$ cat config.mk
export PLATFORM = sky130hd
export DESIGN_NAME = piso
export DESIGN_NICKNAME = d
export VERILOG_FILES = /design/src/rtl/piso_pkg.sv /design/src/rtl/piso.sv
export SDC_FILE = /design/constraint.sdc
export NUM_CORES = 1
export LEC_CHECK = 0
export ABC_AREA = 1
export BUFFER_PORTS_ARGS = -buffer_cell sky130_fd_sc_hd__buf_2
export CAP_MARGIN = 10
export CORE_AREA = 2 2 39 41
export DETAILED_ROUTE_END_ITERATION = 10
export DIE_AREA = 0 0 41 43
export GPL_ROUTABILITY_DRIVEN = 0
export GPL_TIMING_DRIVEN = 0
export PLACE_DENSITY = 0.3
export RECOVER_POWER = 25
export SYNTH_ARGS = -nofsm -noshare
export SYNTH_HDL_FRONTEND = slang
export SYNTH_SLANG_ARGS = --single-unit
$ cat constraint.sdc
create_clock -name CLK -period 0.8 [get_ports CLK]
set_clock_uncertainty 0.1 [all_clocks]
set_input_delay 0.16 -clock CLK [delete_from_list [all_inputs] [get_ports CLK]]
set_output_delay 0.16 -clock CLK [all_outputs]
set_load 0.02 [all_outputs]
$ cat src/rtl/piso_pkg.sv
// piso_pkg: shared serializer constants for the piso block.
package piso_pkg;
    localparam int SERIAL_WIDTH = 4;
endpackage

$ cat src/rtl/piso.sv
// piso: parallel-in/serial-out shift register; load wins over shift, DOUT taps the register directly.
module piso
    import piso_pkg::*;
#(
    parameter int   WIDTH     = SERIAL_WIDTH,
    parameter bit   MSB_FIRST = 1'b1,
    parameter logic FILL      = 1'b0
) (
    input  logic             CLK,
    input  logic             RST,
    input  logic             LOAD,
    input  logic [WIDTH-1:0] DIN,
    output logic             DOUT
);
    logic [WIDTH-1:0] sreg_q, sreg_d;

    always_comb begin
        sreg_d = LOAD      ? DIN :
                 MSB_FIRST ? {sreg_q[WIDTH-2:0], FILL} :
                             {FILL, sreg_q[WIDTH-1:1]};
    end

    always_ff @(posedge CLK or posedge RST) begin
        if (RST) sreg_q <= '0;
        else     sreg_q <= sreg_d;
    end

    assign DOUT = MSB_FIRST ? sreg_q[WIDTH-1] : sreg_q[0];
endmodule

==> metrics, run 1 <==
Pre-antenna DRT Iters=4; Post-synth EDFFs=0; Tot GR Track Use=0.0574; Post-DRT Antenna Nets=0; total wire length=around 290 um; Yosys top cell by area=dfrtp_1; RSZ-0062 raised after global routing=yes; worst-skew pair later-pin latency=230 ps; Primary FF master, synth=dfrtp_1; top-area cell type share of the netlist area=0.672; R2R Setup Slk=140 ps; Post-synth top cells=nand2_1 (10), dfrtp_1 (4), inv_1 (2), inv_2 (1); switching power=0.106 mW; Sw Ratio=0.204; Worst setup SP type=flip-flop; Top Registers=sreg_q x4; Die Y=about 43 um; wire length per cell=around 6.7 um; YS warnings=0; Post-CTS Setup Inserts=0; HP Class=in -> reg; clock share of power=0.464; reported leakage power=0.140 nW; Crit-path slowest cell=dfrtp_1; share of cells above drive strength 1=0.357; Core Util, Final=0.175; clock root buffer=clkbuf_4; vias in the first global route=~130; Rows=14; Worst Path Required=between 500 and 600 ps; Slew Viols, Final=0; share of power burned in registers=0.428; Core Region=between 1000 and 1500 um2; critical-path maximum fanout=1; worst path cell trace=buf_6; CTS Buf Count=3; VDD IR max=around 0.00068 V; setup ws final=-180 ps; async set-reset flop share out of synthesis=1.00; # clock sinks=4; DR iter-0 viols=6; Synth Instances=17; failing checks=negative setup slack; element type at the critical path end=output pin; Synth Area per Inst=8.76 um2; first-pass GRT wire length=545 um; dpl hpwl=227 um; max FFs per register=4; DRC=0; Starting Density=0.108; clock period minus final worst setup slack=about 980 ps; CTS tree=yes; library cells used by synthesis=4; Mapped Area=149 um2; Longest Clk Path Bufs=2; run status=finished, violations left; Die W=41 um; Int Pwr=~0.41 mW; H-tree levels=1; Buf/Inv on CP=1; #FFs+latches synth=4; PwrDens=2150 nW/um2; final setup vio count=1; CP top delay family=flip-flops; Area Growth Syn to Fin=62.2%; port buffer count=7; GR Overflow Total=0; vias per cell=2.93; Top reg by flops=sreg_q; final setup TNS=-180 ps; Top Ports=8; Gate power share=0.107; clk slew on worst S/H paths=roughly 40 ps; Final period util=1.23; initial antenna violation count=0; diodes inserted=0; synth top area cells=dfrtp_1 (67%), nand2_1 (25%), inv_1 (5.0%); area of the die=about 1800 um2; via count=~130; Final Hold Fails=0; sequential area share after synthesis=0.672; Fmax achieved=about 1000 MHz; Worst slew margin=0.857; fin nets=37; maxcap violations=0; peak per-stage delay on the critical path=around 360 ps; top-count cell post-synth=nand2_1; worst-margin pin slew=214 ps; Synthesized Nets=24; crit path kind=reg -> out; largest net degree at the start of global routing=6; Arr. time, crit path=720 ps
[power by group through the flow]
stage / sequential [mW] / clock [mW] / combinational (mW)
after detailed placement: 0.224 / 0 / 0.0488
after global routing: 0.223 / 0.282 / 0.0652
after floorplan: 0.230 / 0 / 0.0179
after CTS: 0.223 / 0.260 / 0.0580
after global placement: 0.224 / 0 / 0.0466
final: 0.222 / 0.241 / 0.0557
[final cells by class]
| class | count | area [um2] |
|---|---|---|
| fillers | 156 | 1140 |
| flip-flops and latches | 4 | 100 |
| inverters | 3 | 11.3 |
| repair buffers | 8 | 50.0 |
| multi-input cells | 10 | 37.5 |
| well taps | 16 | 20.0 |
| clock buffers | 3 | 22.5 |
[routing by layer]
layer  global-route usage  vias to the layer above  wire length, um
met5                    0                        -                0
met4               0.0600                        0                0
met2               0.0469                        8               86
met3               0.0785                        0               57
met1               0.0584                       50              150
li1                     -                       71                -
[cells in the final DEF (no fill, tap or decap)]
master | synthesis | final
dfrtp_1 | 4 | 4
clkbuf_1 | 0 | 1
clkbuf_4 | 0 | 3
buf_6 | 0 | 1
inv_1 | 2 | 2
inv_2 | 1 | 1
nand2_1 | 10 | 10
buf_2 | 0 | 5
dlygate4sd3_1 | 0 | 1
[per-stage QoR]
stage / power [mW] / hold slack (ps) / instances / instance area, um2 / setup slack [ps]
after global routing: 0.571 / 27.3 / 44 / 241 / -215
after global placement: 0.270 / -57.4 / 40 / 204 / 58.7
after detailed placement: 0.273 / -50.0 / 40 / 204 / 49.7
after floorplan: 0.248 / -174 / 17 / 149 / 124
after CTS: 0.540 / 7.67 / 44 / 243 / -196
final: 0.519 / 20.2 / 44 / 241 / -180
[repair_timing]
action | in CTS | in global routing
hold buffers | 1 | 0
gates resized for setup | 2 | 0
hold endpoints to repair | 4 | 0
endpoints found under the setup margin | 1 | 1
pin swaps | 0 | 0
[cell families (layout without fill, tap and decap cells)]
kind of cell,after synthesis,in the layout,synth area share
flip-flops,4,4,0.672
buffers and inverters,3,14,0.0756
AND/OR/NAND/NOR,10,10,0.252
[path summary, 6_finish.rpt]
check	cells after the start	start	to
min in group asynchronous	3	RST	sreg_q[1]
setup reg to reg	2	sreg_q[1]	sreg_q[2]
setup / recovery	1	sreg_q[3]	DOUT
max in group asynchronous	3	RST	sreg_q[3]
hold reg to reg	2	sreg_q[0]	sreg_q[1]
hold / removal	3	DIN[0]	sreg_q[0]
Power figures use the tool's default switching activity.
==> run 2: changes to the inputs <==
CELL_PAD_IN_SITES_DETAIL_PLACEMENT = 1   (was not set)
CELL_PAD_IN_SITES_GLOBAL_PLACEMENT = 1   (was not set)
CTS_CLUSTER_DIAMETER = 30   (was not set)
PLACE_DENSITY = 0.35   (was 0.3)
SETUP_SLACK_MARGIN = 0.5   (was not set)
==> metrics, run 2 (synthesis results as in run 1) <==
Worst setup SP type=flip-flop; wire length per cell=7.98 um (+20%); total wire length=343 um (+17%); port buffer count=7 (unchanged); reported leakage power=0.146 nW (+4.3%); Top Registers=sreg_q x4; Buf/Inv on CP=1 (unchanged); diodes inserted=0 (unchanged); Core Region=1380 um2 (unchanged); Core Util, Final=0.183 (+0.00814); Final period util=1.24 (+0.0170); Worst Path Required=540 ps (about the same); final setup vio count=1 (unchanged); Area Growth Syn to Fin=69.7%; peak per-stage delay on the critical path=370 ps (about the same); max FFs per register=4 (unchanged); CTS Buf Count=3 (unchanged); CP top delay family=flip-flops; R2R depth=2 (unchanged); critical-path maximum fanout=1 (unchanged); fin nets=36 (-2.7%); CTS tree=yes; H-tree levels=1 (unchanged); share of cells above drive strength 1=0.481 (+0.124); pre-CTS setup slack=51.1 ps (+1.35 ps); setup ws final=-194 ps (-13.6 ps); Pre-antenna DRT Iters=1 (-3); Crit-path slowest cell=dfrtp_1; vias in the first global route=155 (+16%); Die W=41 um (unchanged); Fmax achieved=1010 MHz (-1.4%); Top reg by flops=sreg_q; area of the die=1760 um2 (unchanged); crit path kind=reg -> out; worst r2r src=sreg_q[0]; Final Hold Fails=5 (+5); metal2 WL=139 um (+62%); Top Metal Used=met4; clock share of power=0.478 (+0.014); Rows=14 (unchanged); critical path depth=1 (unchanged); # clock sinks=4 (unchanged); design area=253 um2 (+4.7%); Starting Density=0.108 (unchanged); Slew Viols, Final=0 (unchanged); Int Pwr=0.420 mW (+1.6%); DR WL met3=44 um (-23%); DR iter-0 viols=0 (-6); Sw Ratio=0.234 (+0.0307); most common cell after layout, fill and taps aside=nand2_1; worst-skew pair later-pin latency=240 ps (about the same); clock period minus final worst setup slack=994 ps (+13.6 ps); HP Class=in -> async; Arr. time, crit path=730 ps (about the same); clock root buffer=clkbuf_4; Gate power share=0.116 (+0.009); Worst slew margin=0.888 (+0.0312); via count=143 (+11%); GR Overflow Total=0 (unchanged); Die Y=43 um (unchanged); dpl cell area=211 um2 (+3.7%); element type at the critical path end=output pin; FF-to-FF End=sreg_q[1]; Pwr Total=0.549 mW (+5.6%); RSZ-0062 raised after global routing=yes; switching power=0.129 mW (+22%); clk slew on worst S/H paths=40 ps (about the same); failing checks=negative hold slack, negative setup slack; run status=finished, violations left; vias per cell=3.33 (+13%); worst-margin pin slew=167 ps (-47.0 ps); first-pass GRT wire length=586 um (+7.5%); most frequent cells in the layout=nand2_1 (9), buf_2 (4), dfrtp_1 (4), clkbuf_4 (3), buf_6 (3); PwrDens=2170 nW/um2 (+0.94%); Post-DRT Antenna Nets=0 (unchanged); initial antenna violation count=0 (unchanged); Tot GR Track Use=0.0575 (+0.000116); maxcap violations=0 (unchanged); Top Ports=8 (unchanged); wl on met1=134 um (-11%); worst path cell trace=buf_6; hold_ws=-299 ps (-319 ps); VDD IR max=0.000462 V (-32%); R2R Setup Slk=130 ps (about the same); share of power burned in registers=0.406 (-0.022); largest net degree at the start of global routing=6 (unchanged); Longest Clk Path Bufs=2 (unchanged); DRC=0 (unchanged)
==> run 2: changes by cell type in the layout (fill, tap and decap cells not counted), sizes merged <==
| cell | delta |
|---|---|
| buf | +1 |
| clkbuf | -1 |
| dlygate4sd3 | -1 |
==> run 2: worst max-delay path by stage <==
stage,slack [ps],startpoint,endpoint
3_3_place_gp,60,sreg_q[3],DOUT
3_5_place_dp,50,sreg_q[3],DOUT
2_1_floorplan,120,sreg_q[3],DOUT
5_1_grt,-220,sreg_q[3],DOUT
4_1_cts,-210,sreg_q[3],DOUT
6_report,-190,sreg_q[3],DOUT
==> run 2: metrics by stage <==
stage / setup TNS, ps / cells
after floorplan: 0 / 17
after global placement: 0 / 40
after detailed placement: 0 / 40
after CTS: -205 / 43
after global routing: -221 / 43
final: -194 / 43
==> run 2: layer usage <==
metal,vias to the layer above,GRT usage
met5,-,0
met4,0,0.0800
met3,3,0.0314
met2,10,0.0656
met1,62,0.0588
li1,68,-
==> run 2: layout make-up <==
class	instances	area, um2
Fill cell	170	1130
Timing Repair Buffer	7	53.8
Clock buffer	3	22.5
Tap cell	16	20.0
Sequential cell	4	100
Inverter	3	11.3
Multi-Input combinational cell	10	45.0
==> run 2: what timing repair did <==
| action | in CTS | in global routing |
|---|---|---|
| endpoints found under the hold margin | 5 | 5 |
| buffers inserted | 0 | 0 |
| endpoints found under the setup margin | 5 | 4 |
| pin swaps | 0 | 2 |
| gates resized for setup | 5 | 0 |
==> run 2: power by group through the flow <==
stage	registers, mW	logic (mW)	clock network [mW]
final	0.223	0.0638	0.262
after global routing	0.224	0.0714	0.301
after CTS	0.223	0.0655	0.277
after detailed placement	0.225	0.0540	0
after global placement	0.224	0.0534	0
after floorplan	0.230	0.0200	0
